[src/rtl/muldiv_unit.sv]
// Iterative multiply/divide unit with architectural HI/LO for the EX stage.
// Defining MULDIV_FAST_MUL_EN replaces the 32-cycle multiply with a single-cycle product.
module muldiv_unit #(
   parameter int XLEN  = 32,
   parameter int CNT_W = 6
) (
   input  logic            clk,
   input  logic            rst_n,
   input  logic            start,
   input  logic [2:0]      op,
   input  logic [XLEN-1:0] SrcAE,
   input  logic [XLEN-1:0] RD2_outE,
   input  logic            flush,
   output logic            busy,
   output logic            done,
   output logic [XLEN-1:0] HI,
   output logic [XLEN-1:0] LO
);

   localparam logic [2:0] OP_MULT  = 3'b001;
   localparam logic [2:0] OP_MULTU = 3'b010;
   localparam logic [2:0] OP_DIV   = 3'b011;
   localparam logic [2:0] OP_DIVU  = 3'b100;
   localparam logic [2:0] OP_MTHI  = 3'b101;
   localparam logic [2:0] OP_MTLO  = 3'b110;

   localparam logic [1:0] S_IDLE = 2'd0;
   localparam logic [1:0] S_MUL  = 2'd1;
   localparam logic [1:0] S_DIV  = 2'd2;
   localparam logic [1:0] S_FIX  = 2'd3;

   localparam logic [CNT_W-1:0] LAST_ITER = CNT_W'(XLEN - 1);

   logic [1:0]        state;
   logic [CNT_W-1:0]  counter;
   logic [XLEN-1:0]   opnd;
   logic [2*XLEN-1:0] acc;
   logic              neg_lo;
   logic              neg_hi;
   logic              div_zero;
   logic              is_div;
   logic [XLEN-1:0]   orig_a;
   logic [XLEN-1:0]   hi_r;
   logic [XLEN-1:0]   lo_r;
   logic              done_r;

   logic              signed_op;
   logic [XLEN-1:0]   abs_a;
   logic [XLEN-1:0]   abs_b;
   logic              sign_prod;
   logic              sign_a;
   logic [XLEN:0]     div_shift;
   logic              div_ge;
   logic [XLEN-1:0]   div_rem;
   logic [2*XLEN-1:0] mul_fix;
   logic [XLEN-1:0]   quot_fix;
   logic [XLEN-1:0]   rem_fix;

   assign signed_op = (op == OP_MULT) || (op == OP_DIV);
   assign abs_a     = (signed_op && SrcAE[XLEN-1])    ? -SrcAE    : SrcAE;
   assign abs_b     = (signed_op && RD2_outE[XLEN-1]) ? -RD2_outE : RD2_outE;
   assign sign_prod = signed_op && (SrcAE[XLEN-1] ^ RD2_outE[XLEN-1]);
   assign sign_a    = signed_op && SrcAE[XLEN-1];

   // Division keeps the partial remainder in acc's upper half and shifts quotient bits into the lower half.
   assign div_shift = {acc[2*XLEN-1:XLEN], acc[XLEN-1]};
   assign div_ge    = div_shift >= {1'b0, opnd};
   assign div_rem   = div_ge ? (div_shift[XLEN-1:0] - opnd) : div_shift[XLEN-1:0];

   assign mul_fix  = neg_lo ? -acc : acc;
   assign quot_fix = neg_lo ? -acc[XLEN-1:0] : acc[XLEN-1:0];
   assign rem_fix  = neg_hi ? -acc[2*XLEN-1:XLEN] : acc[2*XLEN-1:XLEN];

`ifdef MULDIV_FAST_MUL_EN
   logic signed [2*XLEN-1:0] fast_sprod;
   logic        [2*XLEN-1:0] fast_uprod;
   logic        [2*XLEN-1:0] fast_prod;

   assign fast_sprod = $signed({{XLEN{SrcAE[XLEN-1]}}, SrcAE}) * $signed({{XLEN{RD2_outE[XLEN-1]}}, RD2_outE});
   assign fast_uprod = {{XLEN{1'b0}}, SrcAE} * {{XLEN{1'b0}}, RD2_outE};
   assign fast_prod  = (op == OP_MULT) ? fast_sprod : fast_uprod;
`else
   logic [XLEN:0] mul_sum;

   // Shift-add: multiplier sits in acc's lower half and is consumed LSB first.
   assign mul_sum = {1'b0, acc[2*XLEN-1:XLEN]} + (acc[0] ? {1'b0, opnd} : {(XLEN+1){1'b0}});
`endif

   always_ff @(posedge clk or negedge rst_n) begin
      if (!rst_n) begin
         state    <= S_IDLE;
         counter  <= '0;
         opnd     <= '0;
         acc      <= '0;
         neg_lo   <= 1'b0;
         neg_hi   <= 1'b0;
         div_zero <= 1'b0;
         is_div   <= 1'b0;
         orig_a   <= '0;
         hi_r     <= '0;
         lo_r     <= '0;
         done_r   <= 1'b0;
      end else begin
         done_r <= 1'b0;
         if (flush) begin
            state   <= S_IDLE;
            counter <= '0;
         end else begin
            case (state)
               S_IDLE: begin
                  if (start) begin
                     case (op)
                        OP_MTHI: hi_r <= SrcAE;
                        OP_MTLO: lo_r <= SrcAE;
                        OP_MULT, OP_MULTU: begin
`ifdef MULDIV_FAST_MUL_EN
                           {hi_r, lo_r} <= fast_prod;
                           done_r       <= 1'b1;
`else
                           opnd    <= abs_a;
                           acc     <= {{XLEN{1'b0}}, abs_b};
                           neg_lo  <= sign_prod;
                           is_div  <= 1'b0;
                           counter <= '0;
                           state   <= S_MUL;
`endif
                        end
                        OP_DIV, OP_DIVU: begin
                           opnd     <= abs_b;
                           acc      <= {{XLEN{1'b0}}, abs_a};
                           neg_lo   <= sign_prod;
                           neg_hi   <= sign_a;
                           div_zero <= (RD2_outE == '0);
                           orig_a   <= SrcAE;
                           is_div   <= 1'b1;
                           counter  <= '0;
                           state    <= S_DIV;
                        end
                        default: ;
                     endcase
                  end
               end
`ifndef MULDIV_FAST_MUL_EN
               S_MUL: begin
                  acc     <= {mul_sum, acc[XLEN-1:1]};
                  counter <= counter + 1'b1;
                  if (counter == LAST_ITER) state <= S_FIX;
               end
`endif
               S_DIV: begin
                  acc     <= {div_rem, acc[XLEN-2:0], div_ge};
                  counter <= counter + 1'b1;
                  if (counter == LAST_ITER) state <= S_FIX;
               end
               S_FIX: begin
                  // Divide by zero returns all-ones quotient and the untouched dividend.
                  if (!is_div) begin
                     {hi_r, lo_r} <= mul_fix;
                  end else if (div_zero) begin
                     hi_r <= orig_a;
                     lo_r <= {XLEN{1'b1}};
                  end else begin
                     hi_r <= rem_fix;
                     lo_r <= quot_fix;
                  end
                  done_r  <= 1'b1;
                  counter <= '0;
                  state   <= S_IDLE;
               end
               default: state <= S_IDLE;
            endcase
         end
      end
   end

   assign busy = (state != S_IDLE);
   assign done = done_r;
   assign HI   = hi_r;
   assign LO   = lo_r;

endmodule

[config.mk]
export PLATFORM = sky130hd
export DESIGN_NAME = muldiv_unit
export DESIGN_NICKNAME = d
export VERILOG_FILES = /design/src/rtl/muldiv_unit.sv
export SDC_FILE = /design/constraint.sdc
export NUM_CORES = 1
export LEC_CHECK = 0
export CELL_PAD_IN_SITES_DETAIL_PLACEMENT = 2
export CELL_PAD_IN_SITES_GLOBAL_PLACEMENT = 2
export CORE_ASPECT_RATIO = 0.7
export CORE_MARGIN = 2
export CORE_UTILIZATION = 38
export DETAILED_ROUTE_END_ITERATION = 7
export GPL_TIMING_DRIVEN = 0
export PLACE_DENSITY_LB_ADDON = 0.1
export REMOVE_ABC_BUFFERS = 1
export SLEW_MARGIN = 15
export SYNTH_ARGS = -nofsm -noshare
export SYNTH_HDL_FRONTEND = slang
export SYNTH_SLANG_ARGS = --single-unit
[constraint.sdc]
create_clock -name clk -period 9.7 [get_ports clk]
set_clock_uncertainty 0.1 [all_clocks]
set_input_delay 0.97 -clock clk [delete_from_list [all_inputs] [get_ports clk]]
set_output_delay 0.97 -clock clk [all_outputs]
set_load 0.01 [all_outputs]
==> flow_summary.ini <==
[global_route]
antenna_found_initial = 2
first_pass_grt_wire_length_mm = 119
pin_count_of_the_biggest_net_entering_global_routing = 86
grt.overflow.total = 0
globalRouteTotalUtil = 0.323
grt_pass1_vias = 19400

[setup_path]
r2r-end = acc[59]
endpoint_kind = register
worst_ep_required_time_ns = 10.07
ff2ff_setup_slack_ns = 4.44
critical_path.cell_chain = inv_1 -> ha_1 -> nor2b_1 -> o31a_1 -> o311a_1 -> o211ai_1 -> a2111oi_0 -> nor3_1 -> a21oi_4 -> buf_16 -> nand2_1 -> or3_1 -> a41oi_1
r2r_cells = 13
worst-path-max-fanout = 22
crit_slowest_cell = sky130_fd_sc_hd__a2111oi_0
cpLargestDelayFamily = compound AO/OA/AOI/OAI gates
worst_setup_path_start_kind = register
arrival_ns = 5.62
path_class = reg2reg
worst_path_largest_cell_delay_ns = 0.93
worstReg2RegStart = acc[31]
worstPathBufferInverterCount = 2

[sta]
fin_crit_ns = 5.26
drv_slew = 0
min_period_over_period = 0.542
setup_repair_after_global_routing_missed_its_margin = false
worst_margin_pin_slew_ns = 1.10
timing_hold_violations_final = 0
setup-violations-final = 0
max-slew-margin-rel = 0.259
hold_ws_ns = 0.241
fmaxAchievable_ghz = 0.190

[synthesis]
synth.top_cells.by_count = 358 x sky130_fd_sc_hd__nand2_1, 242 x sky130_fd_sc_hd__o21ai_0, 205 x sky130_fd_sc_hd__dfrtp_1
average_footprint_of_a_synthesized_cell_sq_um = 7.70
synth-seq-area-share = 0.296
synth_top_flop_cell = sky130_fd_sc_hd__dfrtp_1
yosys_register_bits = 205
yosysMostFrequentCell = sky130_fd_sc_hd__nand2_1
cell_types_with_the_largest_area_share_after_synthesis = sky130_fd_sc_hd__dfrtp_1 30%, sky130_fd_sc_hd__nand2_1 7.8%, sky130_fd_sc_hd__o21ai_0 7.0%, sky130_fd_sc_hd__xnor2_1 6.6%, sky130_fd_sc_hd__ha_1 5.3%
syn-cell-area_sq_um = 17300
synth_largest_area_cell = sky130_fd_sc_hd__dfrtp_1
synth_warnings = 0
netlist-cell-type-count = 81
yosys.area.top_type_share = 0.296
synth_enable_flop_cells = 0
postSynthCellCount = 2251
async_reset_ff_frac = 1.00

[power]
power.total_uw = 6480
power-per-cell-area_nw_per_um2 = 322
p_leak_uw = 0.00843
peakVddDrop_mv = 0.183

[floorplanning]
core_area_sq_um = 45100
floorplan.initialDensity = 0.385
die_h_um = 183
std_cell_rows = 65
dieWidth_um = 259
dieArea_sq_um = 47300
io-pin-count = 137

[job]
maxCapViolCount = 0

[finish]
finalNonFillerCells = 2883
post_route_cells_drive_above_1_share = 0.0487
area_growth_syn_to_fin_pct = 15.9
finalNetCount = 2409
post-route-cell-area_sq_um = 20100

[clock_network]
numCtsBuffers = 25
tritoncts_clock_tree = built
clk_path_buf_depth = 3
clock_tree.root_cell = sky130_fd_sc_hd__clkbuf_16
cts_sinks = 205
hold_buffers = 0
cts_post_setup_buffers_inserted = 0
clk-insertion-delay-late_ns = 0.56
clk_pin_slew_ns = 0.06
post_cts_resize_count = 0
ctsHtreeMaxLevel = 1

[placement]
hpwl_mm = 56.1
cell_total_after_placement = 2838
numPortBuffers = 136
gp_congestion = 0.883
dpl-instance-area_sq_um = 19300

[min_path]
timing.hold.worst.class = in2async

[routing]
route.final.wire_length_mm = 76.5
vias_per_cell = 6.24
drt_iter0_markers = 1163
via_count = 18000
drtAntennaViolNets = 0
route.detailed.drc = 0
routed_wire_length_per_instance_um = 26.5
first_pass_iters = 5

[outcome]
run_status = finished clean
[routing by layer]
metal / share of wire / wire [um] / global-route usage
met1: 0.47 / 35600 / 0.444
met2: 0.47 / 35700 / 0.536
met3: 0.040 / 3030 / 0.0349
met4: 0.028 / 2180 / 0.0901
met5: 0 / 0 / 0
[cell usage in the layout (no fill, tap or decap), types with 14 or more instances in the layout]
master	n
sky130_fd_sc_hd__nand2_1	356
sky130_fd_sc_hd__o21ai_0	242
sky130_fd_sc_hd__dfrtp_1	201
sky130_fd_sc_hd__a21oi_1	182
sky130_fd_sc_hd__nor2_1	137
sky130_fd_sc_hd__clkdlybuf4s50_1	135
sky130_fd_sc_hd__xnor2_1	130
sky130_fd_sc_hd__ha_1	70
sky130_fd_sc_hd__inv_1	68
sky130_fd_sc_hd__mux2i_1	58
sky130_fd_sc_hd__a22oi_1	51
sky130_fd_sc_hd__xor2_1	50
sky130_fd_sc_hd__nor3_1	40
sky130_fd_sc_hd__a21o_1	39
sky130_fd_sc_hd__o22ai_1	32
sky130_fd_sc_hd__a31oi_1	27
sky130_fd_sc_hd__nand3_1	25
sky130_fd_sc_hd__clkbuf_16	25
sky130_fd_sc_hd__or3_1	24
sky130_fd_sc_hd__o31ai_1	23
sky130_fd_sc_hd__o211ai_1	23
sky130_fd_sc_hd__nand2b_1	22
sky130_fd_sc_hd__nor3b_1	22
sky130_fd_sc_hd__nand4_1	18
sky130_fd_sc_hd__a211oi_1	18
sky130_fd_sc_hd__or4_1	15
sky130_fd_sc_hd__and2_1	14
sky130_fd_sc_hd__nor2b_1	14
[how the worst max path moves through the flow]
stage | startpoint | endpoint | cells past startpoint
2_1_floorplan | op[1] | opnd[24] | 6
3_3_place_gp | rst_n | acc[35] | 1
3_5_place_dp | start | HI[22] | 9
4_1_cts | acc[31] | acc[59] | 13
5_1_grt | acc[31] | acc[59] | 13
6_report | acc[31] | acc[59] | 13
[cells by family (layout without fill, tap and decap cells)]
group	after synthesis	after routing	share of synthesized area
and+or+nand+nor	744	744	0.200
AOI/OAI and AO/OA	743	743	0.265
buffers and inverters	236	264	0.0525
DFF	205	205	0.296
xor gates and xnor gates	180	180	0.0910
adders and majority gates	76	76	0.0557
muxes	67	67	0.0394
other	0	1	0
[per-stage QoR]
step	TNS, ns	setup slack (ns)	util
3_3_place_gp	-433.62	-2.16	0.417
4_1_cts	0	4.58	0.446
3_5_place_dp	0	4.44	0.427
6_report	0	4.44	0.446
5_1_grt	0	4.20	0.446
2_1_floorplan	0	3.92	-
[sequential cells by signal, indices dropped and copies added (netlist names)]
name,cells
counter,6
div_zero,1
neg_lo,1
orig_a,32
opnd,32
state,2
LO,32
HI,32
done,1
acc,64
neg_hi,1
is_div,1
[power by group]
part           leakage [uW]  switching (uW)  internal, uW  total [uW]
sequential          0.00256             511          1210        1720
combinational       0.00546            2310          1440        3740
clock              0.000402             427           583        1010
total               0.00843            3240          3230        6480
[cell type report]
type	count	area, sq um
diodes	1	2.50
clock buffers	35	703
clock inverters	9	125
fillers	5142	25000
inverters	69	259
multi-input cells	1810	11400
flip-flops and latches	205	5140
well taps	603	754
repair buffers	151	1710
Note: power is estimated with default switching activity, not from simulation.
